[config.mk]
export PLATFORM = sky130hd
export DESIGN_NAME = voice_allocator
export DESIGN_NICKNAME = d
export VERILOG_FILES = /design/src/rtl/synth_pkg.sv /design/src/rtl/voice_age_tracker.sv /design/src/rtl/voice_allocator.sv
export SDC_FILE = /design/constraint.sdc
export NUM_CORES = 1
export LEC_CHECK = 0
export CAP_MARGIN = 10
export CORE_UTILIZATION = 53
export DETAILED_ROUTE_END_ITERATION = 8
export PLACE_DENSITY = 0.85
export SLEW_MARGIN = 15
export SYNTH_ARGS = -nofsm -noshare
export SYNTH_HDL_FRONTEND = slang
export SYNTH_SLANG_ARGS = --single-unit
[constraint.sdc]
create_clock -name clk_in -period 6.31 [get_ports clk_in]
set_input_delay 1.262 -clock clk_in [delete_from_list [all_inputs] [get_ports clk_in]]
set_output_delay 1.262 -clock clk_in [all_outputs]
set_load 0.02 [all_outputs]
[src/rtl/synth_pkg.sv]
// synth_pkg: shared definitions for the synth voice path.
//   - MIDI status nibbles and controller numbers used by the voice allocator
//   - note / velocity types (7-bit MIDI data values)
//   - midi_msg_t: one decoded channel message (status nibble + two data bytes)
//   - decode_msg: classifies a message into the events the allocator acts on
package synth_pkg;

   localparam logic [3:0] NOTE_OFF         = 4'h8;
   localparam logic [3:0] NOTE_ON          = 4'h9;
   localparam logic [3:0] CTRL_CHANGE      = 4'hB;
   localparam logic [6:0] CC_ALL_NOTES_OFF = 7'd123;

   typedef logic [6:0] note_t;
   typedef logic [6:0] velocity_t;

   typedef struct packed {
      logic [3:0] status;
      note_t      d1;
      velocity_t  d2;
   } midi_msg_t;

   typedef enum logic [1:0] {
      EV_NONE,
      EV_NOTE_ON,
      EV_NOTE_OFF,
      EV_ALL_OFF
   } midi_event_t;

   // Note-on with velocity 0 is the running-status form of note-off.
   function automatic midi_event_t decode_msg(input midi_msg_t m);
      midi_event_t ev;
      ev = EV_NONE;
      if (m.status == NOTE_ON && m.d2 != '0)
         ev = EV_NOTE_ON;
      else if (m.status == NOTE_OFF || m.status == NOTE_ON)
         ev = EV_NOTE_OFF;
      else if (m.status == CTRL_CHANGE && m.d1 == CC_ALL_NOTES_OFF)
         ev = EV_ALL_OFF;
      return ev;
   endfunction

endpackage

[src/rtl/voice_age_tracker.sv]
// voice_age_tracker: keeps an age rank per voice (0 = most recently
// triggered, NUM_VOICES-1 = oldest). Ranks always form a permutation.
//   clk_in        system clock
//   rst_in        synchronous active-high reset; rank[i] <- i
//   promote_valid promote promote_idx this cycle
//   promote_idx   voice to make newest
//   oldest_idx    voice currently holding rank NUM_VOICES-1 (combinational)
module voice_age_tracker #(
   parameter  int NUM_VOICES = 4,
   localparam int VW         = $clog2(NUM_VOICES)
) (
   input  logic          clk_in,
   input  logic          rst_in,
   input  logic          promote_valid,
   input  logic [VW-1:0] promote_idx,
   output logic [VW-1:0] oldest_idx
);

   logic [NUM_VOICES-1:0][VW-1:0] rank;
   logic [VW-1:0]                 promote_rank;

   assign promote_rank = rank[promote_idx];

   // Voices younger than the promoted one age by one step; older voices
   // keep their rank, so the permutation is preserved.
   always_ff @(posedge clk_in) begin
      if (rst_in) begin
         for (int i = 0; i < NUM_VOICES; i++)
            rank[i] <= VW'(i);
      end else if (promote_valid) begin
         for (int i = 0; i < NUM_VOICES; i++) begin
            if (VW'(i) == promote_idx)
               rank[i] <= '0;
            else if (rank[i] < promote_rank)
               rank[i] <= rank[i] + 1'b1;
         end
      end
   end

   always_comb begin
      oldest_idx = '0;
      for (int i = 0; i < NUM_VOICES; i++)
         if (rank[i] == VW'(NUM_VOICES - 1))
            oldest_idx = VW'(i);
   end

endmodule

[src/rtl/voice_allocator.sv]
// voice_allocator: assigns MIDI note-on events to oscillator voices.
// Retriggers a voice already holding the note, else takes the lowest free
// voice, else steals the oldest voice. Note-off gates off the holding voice;
// all-notes-off gates off every voice. All outputs are registered, 1 cycle
// after valid_in.
//   clk_in, rst_in   clock, synchronous active-high reset
//   status           MIDI status nibble
//   data_byte1/2     data bytes (bit 7 ignored)
//   valid_in         message strobe
//   voice_active     per-voice gate
//   voice_note       per-voice note number
//   voice_velocity   per-voice velocity
//   voice_trigger    per-voice one-cycle (re)start strobe
//   steal_out        one-cycle strobe: the allocation stole an active voice
module voice_allocator
   import synth_pkg::*;
#(
   parameter  int NUM_VOICES = 4,
   localparam int VW         = $clog2(NUM_VOICES)
) (
   input  logic                            clk_in,
   input  logic                            rst_in,
   input  logic [3:0]                      status,
   input  logic [7:0]                      data_byte1,
   input  logic [7:0]                      data_byte2,
   input  logic                            valid_in,
   output logic [NUM_VOICES-1:0]           voice_active,
   output logic [NUM_VOICES-1:0][6:0]      voice_note,
   output logic [NUM_VOICES-1:0][6:0]      voice_velocity,
   output logic [NUM_VOICES-1:0]           voice_trigger,
   output logic                            steal_out
);

   midi_msg_t   msg;
   midi_event_t ev;
   logic        unused_data_msb;

   logic          hit;
   logic [VW-1:0] hit_idx;
   logic          free_found;
   logic [VW-1:0] free_idx;
   logic [VW-1:0] oldest_idx;
   logic [VW-1:0] sel_idx;
   logic          steal;

   assign msg             = '{status: status, d1: data_byte1[6:0], d2: data_byte2[6:0]};
   assign unused_data_msb = data_byte1[7] ^ data_byte2[7];

   always_comb begin
      ev = EV_NONE;
      if (valid_in)
         ev = decode_msg(msg);
   end

   // Note match among gated voices and lowest-index free voice.
   always_comb begin
      hit        = 1'b0;
      hit_idx    = '0;
      free_found = 1'b0;
      free_idx   = '0;
      for (int i = 0; i < NUM_VOICES; i++) begin
         if (!hit && voice_active[i] && voice_note[i] == msg.d1) begin
            hit     = 1'b1;
            hit_idx = VW'(i);
         end
         if (!free_found && !voice_active[i]) begin
            free_found = 1'b1;
            free_idx   = VW'(i);
         end
      end
   end

   always_comb begin
      steal   = 1'b0;
      sel_idx = oldest_idx;
      if (hit)
         sel_idx = hit_idx;
      else if (free_found)
         sel_idx = free_idx;
      else
         steal = 1'b1;
   end

   voice_age_tracker #(.NUM_VOICES(NUM_VOICES)) u_age (
      .clk_in        (clk_in),
      .rst_in        (rst_in),
      .promote_valid (ev == EV_NOTE_ON),
      .promote_idx   (sel_idx),
      .oldest_idx    (oldest_idx)
   );

   always_ff @(posedge clk_in) begin
      if (rst_in) begin
         voice_active   <= '0;
         voice_note     <= '0;
         voice_velocity <= '0;
         voice_trigger  <= '0;
         steal_out      <= 1'b0;
      end else begin
         voice_trigger <= '0;
         steal_out     <= 1'b0;
         case (ev)
            EV_NOTE_ON: begin
               voice_active[sel_idx]   <= 1'b1;
               voice_note[sel_idx]     <= msg.d1;
               voice_velocity[sel_idx] <= msg.d2;
               voice_trigger[sel_idx]  <= 1'b1;
               steal_out               <= steal;
            end
            EV_NOTE_OFF: if (hit) voice_active[hit_idx] <= 1'b0;
            EV_ALL_OFF:  voice_active <= '0;
            default: ;
         endcase
      end
   end

endmodule

==> flow_summary.toml <==
[floorplanning]
die_w_um = 83.6
initial_core_util_pct = 55.3
die_area_mm2 = 0.00699
io_pins = 88
die_y_um = 83.6
fp-row-count = 29
core_mm2 = 0.00639

[worst_setup_path]
critPathKind = "input port to flop"
r2r-start = "u_age.rank[7]"
worstReg2RegEnd = "voice_velocity[0]"
crit_path_frequent_cell = "nand4_1"
critPathBufInv = 1
slowest_stage = "clkdlybuf4s50_1"
r2r_cells = 9
crit_arrival_ns = 4.86
endpoint = "u_age.rank[0]"
slowest_delay_ns = 0.66
path_cells = "clkdlybuf4s50_1 > xor2_1 > nor4_1 > nand4_1 > nand4_1 > nand2b_1 > o211ai_1 > o41a_1 > a211oi_1"
critPathCaptureType = "flop"
path_depth = 9
r2r_setup_slack_ns = 3.02
startpoint = "data_byte1[3]"
crit_family = "simple AND/OR/NAND/NOR gates"
critPathRequiredTime_ns = 6.56
cp-start-kind = "input port"
crit_path_max_fanout = 13

[power]
p_int_uw = 719
netSwitchingFraction_pct = 22.4
pwr-share-clk_pct = 43.5
p_leak_uw = 0.00144
ir_drop_mv = 0.172
sequentialPowerShare_pct = 50.0
combinationalPowerShare_pct = 6.5
switchingPower_uw = 208
powerDensity_mw_per_mm2 = 203

[synthesis]
avgSynthCellArea_um2 = 8.03
ys.warnings.count = 0
synth_nets = 466
yosysMostFrequentCell = "nand2_1"
synth_edf_count = 0
postSynthCellCount = 440
synth_ff_type = "dfxtp_1"
yosys-top-cells-area = "dfxtp_1, nand2_1, a21oi_1, xnor2_1, xor2_1"
synth.top_cell.area_share_pct = 41.4
synth-seq-cells = 73
synth_top_cell_by_area = "dfxtp_1"
synth_cell_type_count = 56
ys_seq_area_share_pct = 41.4
async_flop_share_pct = 0
synth_commonest_cells = "nand2_1, dfxtp_1, a21oi_1"
netlist_area_mm2 = 0.00353

[placed_design]
gp_congestion = 0.916
dp_hpwl_mm = 6.92
portBuffers = 85
dpl_cell_area_mm2 = 0.00433
dp_slack_ns = 1.45

[route]
wirelength_mm = 10.0
drtIter0Drc = 259
wl_per_cell_um = 17.0
remaining_drc_errors = 0
ant_nets = 0
first_pass_iters = 5
routed_via_density = 5.97
via_count = 3510

[timing]
period_minus_slack_ns = 4.61
setup_tns_ns = 0
tightest_slew_ns = 1.11
setup_ws_ns = 1.70
fmax_ghz = 0.217
fin_crit_sh_pct = 73.1
finalSetupViolCount = 0
rsz0062_at_grt = "false"
slew_violations = 0
relSlewSlack_pct = 25.9
hold_violations = 0
skew_ns = 0.00839

[grt]
grt_pass1_vias = 3425
grt_first_pass_wirelength_mm = 16.5
track_usage_pct = 29.5
grt_max_degree = 67
grt_overflow = 0
antenna_found_initial = 0

[clock_tree]
cts-resized-gates = 0
clockRootBuffer = "clkbuf_8"
clockBufferDepth = 2
postCtsSetupRepairBufs = 0
cts.clk_slew.worst_paths_ns = 0.07
clkLatencyLatePin_ns = 0.34
cts_tree = "built"
postCtsHoldBufs = 0
htree_levels = 3
cts.sinks = 73
cts_buffers = 9

[finish]
final_cell_area_mm2 = 0.00456
seq_area_mm2 = 0.00146
multi_input_area_mm2 = 0.00190
syn_to_final_growth_pct = 29.1
n_antenna_cell = 0
final_util_pct = 71.4
finalNetCount = 532
drive_gt1_share_pct = 6.26
fillers = 494

[job]
cap_violations = 0

[hold_path]
worstHoldPathType = "flop to flop"

[outcome]
outcome = "complete, no violations"
[through the flow]
step	power, uW	instances	hold WS (ns)
after global placement	532	572	0.440
after floorplan	510	440	0.495
after detailed placement	533	572	0.450
after CTS	932	588	0.459
after global routing	959	588	0.478
final	927	588	0.457
[cells by family after synthesis]
group / count (synthesis) / synth area share [%]
and+or+nand+nor: 184 / 24.1
DFF: 73 / 41.4
muxes: 7 / 1.98
xor gates and xnor gates: 28 / 6.94
buffers and inverters: 39 / 5.03
adders and majority gates: 7 / 2.30
AOI/OAI and AO/OA: 102 / 18.2
[flip-flops by register name (all words and copies together) (netlist names)]
| signal | flops |
|---|---|
| voice_note | 28 |
| u_age.rank | 8 |
| voice_velocity | 28 |
| voice_trigger | 4 |
| steal_out | 1 |
| voice_active | 4 |
[worst register-to-register path: stages (launching register included)]
cell and delay, ns:
dfxtp_1 0.36, ha_1 0.19, nand2b_1 0.20, nor3b_2 0.29, o22ai_4 0.14, or4_2 0.67
and2_1 0.21, nor2_1 0.82, nand2_1 0.15, a21oi_1 0.18
[layout make-up]
| type | instances | area share, % |
|---|---|---|
| well taps | 77 | 2.11 |
| flip-flops and latches | 73 | 32.1 |
| clock inverters | 5 | 1.73 |
| clock buffers | 11 | 3.10 |
| inverters | 8 | 0.659 |
| multi-input cells | 328 | 41.6 |
| repair buffers | 86 | 18.8 |
[power by group through the flow]
stage	Combinational, uW	Sequential [uW]	Clock [uW]
after floorplan	34.3	475	0
after global placement	57.9	474	0
after detailed placement	59.1	474	0
after CTS	59.5	463	409
after global routing	64.8	464	431
final	60.4	464	403
[routing by layer]
layer | vias to the layer above | global-route usage (%) | share of wire, %
li1 | 1661 | - | -
met1 | 1649 | 34.4 | 39
met2 | 177 | 49.8 | 50
met3 | 23 | 8.11 | 9.1
met4 | 0 | 14.3 | 2.4
met5 | - | 0 | 0
[how the worst min path moves through the flow]
stage	from	to	slack, ns	depth (start not counted)
final	voice_velocity[5]	voice_velocity[5]	0.46	2
after global routing	voice_velocity[4]	voice_velocity[4]	0.48	2
after CTS	voice_velocity[17]	voice_velocity[17]	0.46	2
after detailed placement	voice_velocity[2]	voice_velocity[2]	0.45	2
after global placement	voice_velocity[20]	voice_velocity[20]	0.44	2
after floorplan	u_age.rank[1]	u_age.rank[1]	0.50	2
[cell usage in the layout, fill, tap and decap left out, types with 3 or more instances in the layout]
cell type / n
nand2_1: 105
clkdlybuf4s50_1: 84
dfxtp_1: 73
a21oi_1: 54
nor2_1: 18
xnor2_1: 17
nor3_1: 14
o21ai_0: 12
nand4_1: 11
xor2_1: 11
clkbuf_8: 10
inv_1: 8
mux2i_1: 7
o211ai_1: 6
nor4_1: 5
a211oi_1: 5
or3_1: 4
nand2b_1: 4
nor2b_1: 3
nand3_1: 3
o2111ai_1: 3
o221ai_1: 3
maj3_2: 3
ha_1: 3
Power figures use the tool's default switching activity.
